## src/rtl/uart_pkg.sv

```systemverilog
// Shared constants, receiver state encoding and sampling helper for the UART
// receive path.
package uart_pkg;

  localparam int unsigned CLK_DIV_DEFAULT   = 651;
  localparam int unsigned OVERSAMPLE        = 16;
  localparam int unsigned SAMPLE_TICK_FIRST = 7;
  localparam int unsigned SAMPLE_TICK_MID   = 8;
  localparam int unsigned SAMPLE_TICK_LAST  = 9;
  localparam int unsigned BITS_PER_BYTE     = 8;

  typedef enum logic [2:0] {
    IDLE,
    START,
    DATA,
    STOP,
    WAIT_IDLE
  } rx_state_t;

  function automatic logic majority3(input logic a, input logic b, input logic c);
    return (a & b) | (a & c) | (b & c);
  endfunction

endpackage

```

## src/rtl/byte_fifo.sv

```systemverilog
// First-word fall-through byte FIFO; a push into a full FIFO is accepted only
// when a pop frees a slot on the same edge.
module byte_fifo #(
  parameter int unsigned DEPTH = 8
) (
  input  logic                     clk,
  input  logic                     rst,
  input  logic                     push,
  input  logic                     pop,
  input  logic [7:0]               wr_data,
  output logic [7:0]               data,
  output logic [$clog2(DEPTH):0]   count,
  output logic                     full,
  output logic                     empty
);

  localparam int unsigned AW = $clog2(DEPTH);
  localparam int unsigned CW = AW + 1;

  logic [7:0]    mem [DEPTH];
  logic [AW-1:0] wr_ptr;
  logic [AW-1:0] rd_ptr;
  logic          do_push;
  logic          do_pop;

  assign empty   = (count == '0);
  assign full    = (count == CW'(DEPTH));
  assign do_pop  = pop && !empty;
  assign do_push = push && (!full || do_pop);
  assign data    = mem[rd_ptr];

  // Pointers wrap naturally because DEPTH is a power of two.
  always_ff @(posedge clk or negedge rst) begin
    if (!rst) begin
      wr_ptr <= '0;
      rd_ptr <= '0;
      count  <= '0;
    end else begin
      if (do_push) wr_ptr <= wr_ptr + AW'(1);
      if (do_pop)  rd_ptr <= rd_ptr + AW'(1);
      if (do_push && !do_pop)      count <= count + CW'(1);
      else if (!do_push && do_pop) count <= count - CW'(1);
    end
  end

  always_ff @(posedge clk) begin
    if (do_push) mem[wr_ptr] <= wr_data;
  end

endmodule

```

## src/rtl/uart_rx_fifo.sv

```systemverilog
// 8N1 UART receiver with 16x oversampling and 3-sample majority voting,
// feeding a byte FIFO with overrun and framing-error pulses.
module uart_rx_fifo
  import uart_pkg::*;
#(
  parameter int unsigned CLK_DIV    = CLK_DIV_DEFAULT,
  parameter int unsigned FIFO_DEPTH = 8
) (
  input  logic                          clk,
  input  logic                          rst,
  input  logic                          rx,
  input  logic                          rd_en,
  output logic [7:0]                    rd_data,
  output logic                          rd_valid,
  output logic [$clog2(FIFO_DEPTH):0]   count,
  output logic                          frame_err,
  output logic                          overrun,
  output logic                          busy
);

  localparam int unsigned DW = (CLK_DIV > 1) ? $clog2(CLK_DIV) : 1;

  rx_state_t     state;
  rx_state_t     next;
  logic          rx_meta;
  logic          rx_s;
  logic [DW-1:0] div_cnt;
  logic [3:0]    tick_idx;
  logic [2:0]    bit_idx;
  logic [7:0]    shreg;
  logic          s7;
  logic          s8;
  logic          tick;
  logic          decide;
  logic          bit_end;
  logic          maj;
  logic          start_enter;
  logic          shift_en;
  logic          push;
  logic          fe_set;
  logic          fifo_full;
  logic          fifo_empty;

  assign tick    = (div_cnt == DW'(CLK_DIV - 1));
  assign decide  = tick && (tick_idx == 4'(SAMPLE_TICK_LAST));
  assign bit_end = tick && (tick_idx == 4'(OVERSAMPLE - 1));
  assign maj     = majority3(s7, s8, rx_s);

  always_ff @(posedge clk or negedge rst) begin
    if (!rst) state <= IDLE;
    else      state <= next;
  end

  always_comb begin
    next = state;
    unique case (state)
      IDLE:      if (!rx_s) next = START;
      START:     if (decide && maj) next = IDLE;
                 else if (bit_end)  next = DATA;
      DATA:      if (bit_end && bit_idx == 3'(BITS_PER_BYTE - 1)) next = STOP;
      STOP:      if (decide) next = maj ? IDLE : WAIT_IDLE;
      WAIT_IDLE: if (rx_s) next = IDLE;
      default:   next = IDLE;
    endcase
  end

  always_comb begin
    start_enter = (state == IDLE) && !rx_s;
    shift_en    = (state == DATA) && decide;
    push        = (state == STOP) && decide && maj;
    fe_set      = (state == STOP) && decide && !maj;
    busy        = (state != IDLE);
  end

  // The divider and tick index restart together so tick 0 lands one divider
  // period after the falling edge was seen.
  always_ff @(posedge clk or negedge rst) begin
    if (!rst) begin
      rx_meta   <= 1'b1;
      rx_s      <= 1'b1;
      div_cnt   <= '0;
      tick_idx  <= '0;
      bit_idx   <= '0;
      shreg     <= '0;
      s7        <= 1'b1;
      s8        <= 1'b1;
      frame_err <= 1'b0;
      overrun   <= 1'b0;
    end else begin
      rx_meta <= rx;
      rx_s    <= rx_meta;
      if (start_enter || tick) div_cnt <= '0;
      else                     div_cnt <= div_cnt + DW'(1);
      if (start_enter) tick_idx <= '0;
      else if (tick)   tick_idx <= tick_idx + 4'd1;
      if (tick && tick_idx == 4'(SAMPLE_TICK_FIRST)) s7 <= rx_s;
      if (tick && tick_idx == 4'(SAMPLE_TICK_MID))   s8 <= rx_s;
      if (state == START)                bit_idx <= '0;
      else if (state == DATA && bit_end) bit_idx <= bit_idx + 3'd1;
      if (shift_en) shreg <= {maj, shreg[7:1]};
      frame_err <= fe_set;
      overrun   <= push && fifo_full && !rd_en;
    end
  end

  byte_fifo #(
    .DEPTH(FIFO_DEPTH)
  ) u_fifo (
    .clk     (clk),
    .rst     (rst),
    .push    (push),
    .pop     (rd_en),
    .wr_data (shreg),
    .data    (rd_data),
    .count   (count),
    .full    (fifo_full),
    .empty   (fifo_empty)
  );

  assign rd_valid = !fifo_empty;

endmodule

```

## config.mk

```make
export PLATFORM = sky130hd
export DESIGN_NAME = uart_rx_fifo
export DESIGN_NICKNAME = d
export VERILOG_FILES = /design/src/rtl/uart_pkg.sv /design/src/rtl/byte_fifo.sv /design/src/rtl/uart_rx_fifo.sv
export SDC_FILE = /design/constraint.sdc
export NUM_CORES = 1
export LEC_CHECK = 0
export CAP_MARGIN = 20
export CORE_ASPECT_RATIO = 1.25
export CORE_UTILIZATION = 60
export DETAILED_ROUTE_END_ITERATION = 8
export GPL_TIMING_DRIVEN = 0
export PLACE_DENSITY = 0.87
export SLEW_MARGIN = 20
export SYNTH_ARGS = -nofsm -noshare
export SYNTH_HDL_FRONTEND = slang
export SYNTH_SLANG_ARGS = --single-unit
```

## constraint.sdc

```tcl
create_clock -name clk -period 3.8 [get_ports clk]
set_clock_uncertainty 0.05 [all_clocks]
set_input_delay 0.95 -clock clk [delete_from_list [all_inputs] [get_ports clk]]
set_output_delay 0.95 -clock clk [all_outputs]
set_load 0.05 [all_outputs]
```

Word-level counts from Yosys, hierarchy flattened
Memories as Yosys holds them, arrays and structs flattened.
Index checks and enable logic that the tools add are counted.
{ "classes": {"n_addsub": 7, "n_eq_ne": 16, "muxes": 17, "bitwise_logic": 5, "n_reduce_logical": 34} }
{ "op_table": {"columns": ["operator", "count"], "rows": [
  ["2-to-1 mux 3 bit", 9],
  ["logical AND 1 bit", 18],
  ["== test 4 bit, second input constant", 4],
  ["2-to-1 mux 4 bit", 4],
  ["one-hot mux 3 bit (5 select lines)", 1],
  ["adder 10 x 1 -> 10 bit, second input constant", 1],
  ["== test 10 bit, second input constant", 1],
  ["2-to-1 mux 10 bit", 1],
  ["adder 3 x 1 -> 3 bit, second input constant", 3],
  ["adder 4 x 1 -> 4 bit, second input constant", 2],
  ["inequality test 2 bit, second input constant", 4],
  ["logical NOT 1 bit", 7],
  ["== test 3 x 2 -> 1 bit, second input constant", 2],
  ["== test 3 bit, second input constant", 2],
  ["nonzero test 2 bit", 3],
  ["AND reduction 5 bit", 1],
  ["== test 4 x 3 -> 1 bit, second input constant", 1],
  ["logical NOT 4 bit", 1],
  ["subtractor 4 x 1 -> 4 bit, second input constant", 1],
  ["bitwise AND 1 bit", 3],
  ["== test 3 x 1 -> 1 bit, second input constant", 1],
  ["logical NOT 3 bit", 1],
  ["inequality test 3 bit, second input constant", 1],
  ["nonzero test 3 bit", 1],
  ["3 further kinds", 6]
]} }
{ "word_totals": {"reg_bits": 44, "ramBits": 64, "in_bits": 4, "out_inout_bits": 16, "n_memories": 1} }
{ "mem_list": {"columns": ["name", "words", "word_bits", "read_ports", "rd_clocked_by_memory_dff", "write_ports", "line", "rtl"], "rows": [
  ["u_fifo.mem", 8, 8, 1, 0, 1, "byte_fifo.sv:20", "logic [7:0] mem [DEPTH];"]
]} }

Depth between registers and ports, before layout
{ "logic_depth": {"ltp_word": 9, "ltp_mapped": 13, "depth_no_buf": 12} }

By module
From an unflattened synthesis, not the netlist that was laid out.
{ "unflattened": {"hier_cells": 300, "hier_area_um2": 4737.0} }
{ "by_module_without_submodules": {"columns": ["module", "instances", "cells_per_inst", "area_per_inst_um2", "seq_area_each_um2"], "rows": [
  ["byte_fifo", 1, 156, 3062.9, 2172.1],
  ["uart_rx_fifo", 1, 144, 1674.1, 855.8]
]} }

Worst setup path before layout
OpenSTA, ideal clock, no wires.
{ "synth_path": {"kind": "reg2reg", "from": "register u_fifo.count[0]", "to": "register u_fifo.count[3]", "setup_time_ns": 0.141, "t_arrival_ns": 2.698, "required_time_ns": 3.609, "slack_ns": 0.910, "stages_incl_launch_ff": 11, "path_buffers": 0, "path_cell_list": "dfrtp_1 > nor3_1 > nand2b_1 > nand2_1 > ha_1 > inv_1 > ha_1 > a21o_1 > a21oi_1 > mux2i_1 > xnor2_1"} }
{ "synth_via": {"elab_chain_cells": 8, "word_cells_on_any_way": 16, "cone_classes": "2 x add/sub; 1 x eq/ne; 2 x mux; 11 x reduce/logical"} }
{ "synth_lines": {"columns": ["element", "line", "rtl"], "rows": [
  ["from (decl)", "byte_fifo.sv:12", "output logic [$clog2(DEPTH):0] count,"],
  ["from (signal assigned)", "byte_fifo.sv:41", "if (do_push && !do_pop) count <= count + CW'(1);"],
  ["from (signal assigned)", "byte_fifo.sv:42", "else if (!do_push && do_pop) count <= count - CW'(1);"],
  ["logical NOT 4 bit (*)", "byte_fifo.sv:26", "assign empty = (count == '0);"],
  ["logical NOT 1 bit (*)", null, null],
  ["named net rd_valid", "uart_rx_fifo.sv:14", "output logic rd_valid,"],
  ["logical AND 1 bit (*)", "byte_fifo.sv:28", "assign do_pop = pop && !empty;"],
  ["logical OR 1 bit", "byte_fifo.sv:29", "assign do_push = push && (!full || do_pop);"],
  ["logical AND 1 bit", "byte_fifo.sv:29", null],
  ["logical NOT 1 bit", "byte_fifo.sv:42", null],
  ["logical AND 1 bit", "byte_fifo.sv:42", null],
  ["nonzero test 2 bit (no source line)", null, null]
]} }
The timed path passes the listed nets; every way through them passes the cells marked *. The select of a mux whose other input is x is not followed.
A chain may end at the register's enable or synchronous reset.

Worst setup path after layout
{ "layout_path": {"from": "register u_fifo.rd_ptr[0]", "to": "output port rd_data[5]"} }
{ "layout_via": {"elab_chain_cells": 1} }
{ "layout_lines": {"columns": ["element", "line", "rtl"], "rows": [
  ["from (decl)", "byte_fifo.sv:22", "logic [AW-1:0] rd_ptr;"],
  ["from (signal assigned)", "byte_fifo.sv:40", "if (do_pop) rd_ptr <= rd_ptr + AW'(1);"],
  ["memory read (8 x 8 bit)", null, null],
  ["to (decl)", "uart_rx_fifo.sv:13", "output logic [7:0] rd_data,"]
]} }
Every way passes these cells.

==> impl_metrics.toml <==
[clock_network]
cts_setup_buffers = 0
holdBufCountCts = 0
path_clk_slew_ns = 0.09
cts_buffers = 9
tritoncts_num_sinks = 108
clock_tree_from_tritoncts = "yes"
clockRootBuffer = "sky130_fd_sc_hd__clkbuf_8"
cts_max_path_buffers = 2
h-tree-depth = 3
ctsResizeCount = 10
clock_latency_reported_for_the_late_side_of_the_worst_skew_pair_ns = 0.36

[floorplan]
die_x_extent_um = 81.0
boundaryPins = 20
design.core.area_um2 = 7490
placementRows = 35
fp.dieH_um = 101
dieArea_um2 = 8170
starting_utilization_of_the_core_area_pct = 62.6

[synth]
postSynthAreaPerCell_um2 = 15.5
synth_ff_type = "sky130_fd_sc_hd__edfxtp_1"
synth_edf_count = 64
synth_async_sr_flop_share_pct = 40.7
syn_nets = 320
synth_sequential_area_ratio_pct = 64.6
post-synth-top-area-cell = "sky130_fd_sc_hd__edfxtp_1"
unique_cell_type_count_in_the_yosys_netlist = 44
ys_top_cells_by_area = "sky130_fd_sc_hd__edfxtp_1 (41%), sky130_fd_sc_hd__dfrtp_1 (21%), sky130_fd_sc_hd__mux4_2 (7.7%), sky130_fd_sc_hd__ha_1 (3.2%), sky130_fd_sc_hd__mux2_2 (3.1%)"
ys_seq_elements = 108
syn_inst = 303
ys.warnings.count = 0
synthesis.area_um2 = 4690
synth.top_cell.area_share_pct = 41.0

[layout]
design_area_um2 = 5180
post_route_cells_drive_above_1_share_pct = 20.6
highest_count_cells_in_the_layout_ignoring_fill_and_taps = "sky130_fd_sc_hd__edfxtp_1 (64), sky130_fd_sc_hd__dfrtp_1 (40), sky130_fd_sc_hd__nor2_1 (28), sky130_fd_sc_hd__mux4_2 (16), sky130_fd_sc_hd__xnor2_1 (14)"
n_fill_cell = 479
storage_cell_area_um2 = 3030
insertedDiodeCount = 0
mostFrequentLayoutCell = "sky130_fd_sc_hd__edfxtp_1"
instances_no_fill = 431
multi_input_area_um2 = 1580
area_growth_syn_to_layout_pct = 10.5
nets = 351

[sta]
fmax_mhz = 280
grt_setup_unrepaired = "false"
timing.final.crit_share_pct = 93.8
report.final.slew_viol_count = 0
timing_worst_slew_pin_value_ns = 1.05
setup_viol = 0
slew-limit-headroom_pct = 29.1
min_period_ns = 3.57
fin_tns_setup_ns = 0
hold_slack_ns = 0.312
report.final.hold_viol_count = 0

[power_and_ir_drop]
worst_ir_drop_vdd_v = 0.000241
report.power.total_w = 0.00186
powerDensity_nw_per_um2 = 359
power_leakage_nw = 2.16

[run_status]
run_status = "finished clean"

[route]
remaining_drc_errors = 0
vias = 2593
drt_iter0_drc = 147
ant_nets = 0
drt_wl_total_mm = 8.18
firstDrtPassIters = 4
per_cell_via_count_in_the_routed_design = 6.02
routed_wire_per_std_cell_um = 19.0

[global_route]
grt-ovfl-total = 0
grt_pass1_wl_mm = 13.3
vias_in_the_first_global_route = 2694
grt_max_degree = 26
number_of_antenna_violations_at_the_first_check_in_global_routing = 0
grt_usage_pct = 22.7

[placed_design]
detailed_place.area_um2 = 5020
portBuffers = 19
placed_cells_incl_taps = 416
place.gp.congestion = 0.853
place.detailed.hpwl_mm = 5.67

[worst_setup_path]
path_class = "register to output pin"
worst_setup_path_start_kind = "register"
critPathMaxFanout = 10
worst-endpoint-required_ns = 2.80
setup.worst_path.end_class = "output pin"
arrival_ns = 2.57

[min_path]
min-delay-path-class = "register to register"

[run]
cap_viol_max_count = 0
## through the flow
| step | setup WS, ns | util (%) |
|---|---|---|
| 2_1_floorplan | 0.910 | - |
| 3_3_place_gp | 0.0927 | 66.6 |
| 3_5_place_dp | 0.0442 | 67.1 |
| 4_1_cts | 0.163 | 69.2 |
| 5_1_grt | 0.0752 | 69.2 |
| 6_report | 0.235 | 69.2 |
## routing by layer
metal	GRT usage, %	wire length (µm)	vias up
li1	-	-	1205
met1	27.1	3330	1302
met2	38.8	4370	65
met3	4.43	254	21
met4	11.7	218	0
met5	0	0	-
## cells in the mapped netlist (3+ instances only)
library cell and n:
sky130_fd_sc_hd__inv_1 6, sky130_fd_sc_hd__nand2_1 13, sky130_fd_sc_hd__mux2_4 8, sky130_fd_sc_hd__o21ai_0 6, sky130_fd_sc_hd__xnor2_1 14, sky130_fd_sc_hd__nand3_1 5
sky130_fd_sc_hd__buf_6 3, sky130_fd_sc_hd__and3_1 3, sky130_fd_sc_hd__ha_1 12, sky130_fd_sc_hd__dfstp_2 4, sky130_fd_sc_hd__clkbuf_1 4, sky130_fd_sc_hd__mux2_2 13
sky130_fd_sc_hd__buf_2 3, sky130_fd_sc_hd__edfxtp_1 64, sky130_fd_sc_hd__nor3_1 7, sky130_fd_sc_hd__nand2b_1 5, sky130_fd_sc_hd__xor2_1 4, sky130_fd_sc_hd__mux4_2 16
sky130_fd_sc_hd__a21oi_1 5, sky130_fd_sc_hd__nand4_1 9, sky130_fd_sc_hd__o211ai_1 3, sky130_fd_sc_hd__nor2_1 28, sky130_fd_sc_hd__dfrtp_1 40
## final cells by class
| type | count | area share, % |
|---|---|---|
| tap | 92 | 2.22 |
| clock buffer | 10 | 2.46 |
| timing repair buffer | 21 | 3.91 |
| buffer | 10 | 1.30 |
| sequential | 108 | 58.5 |
| clock inverter | 6 | 0.749 |
| multi-input combinational | 178 | 30.5 |
| inverter | 6 | 0.435 |
## sequential cells by signal, summed over array words and instances (netlist names), 3 cells and up
signal,count
u_fifo.mem,64
div_cnt,10
shreg,8
tick_idx,4
u_fifo.count,4
bit_idx,3
state,3
u_fifo.rd_ptr,3
u_fifo.wr_ptr,3
## path summary, 6_finish.rpt
| path | startpoint | to | slack [ns] | cells after the start |
|---|---|---|---|---|
| min in group asynchronous | rst | state[2] | 0.49 | 1 |
| hold / removal | rx_meta | rx_s | 0.31 | 0 |
| setup reg to reg | rx_s | u_fifo.count[3] | 0.90 | 10 |
| hold reg to reg | rx_meta | rx_s | 0.31 | 0 |
| setup / recovery | u_fifo.rd_ptr[0] | rd_data[5] | 0.23 | 5 |
| max in group asynchronous | rst | div_cnt[8] | 2.71 | 2 |
## worst max-delay path: stages, from the launching register on
cell                            delay (ns)
sky130_fd_sc_hd__dfrtp_1              0.37
sky130_fd_sc_hd__buf_2                0.30
sky130_fd_sc_hd__buf_4                0.31
sky130_fd_sc_hd__mux4_2               0.54
sky130_fd_sc_hd__mux2_2               0.27
sky130_fd_sc_hd__dlygate4sd2_1        0.42
## cells by family after synthesis
| group | after synthesis | synth area share, % |
|---|---|---|
| DFF | 108 | 64.6 |
| and+or+nand+nor | 88 | 9.96 |
| muxes | 38 | 13.6 |
| AOI/OAI and AO/OA | 20 | 2.70 |
| xor gates and xnor gates | 18 | 3.36 |
| buffers and inverters | 17 | 1.92 |
| adders and majority gates | 14 | 3.85 |
## report_power, final
part	internal (W)	switching [W]	total (W)
sequential	0.00123	0.00000108	0.00123
combinational	0.00000443	0.00000996	0.0000144
clock	0.000239	0.000372	0.000611
total	0.00148	0.000383	0.00186
Power figures use the tool's default switching activity.
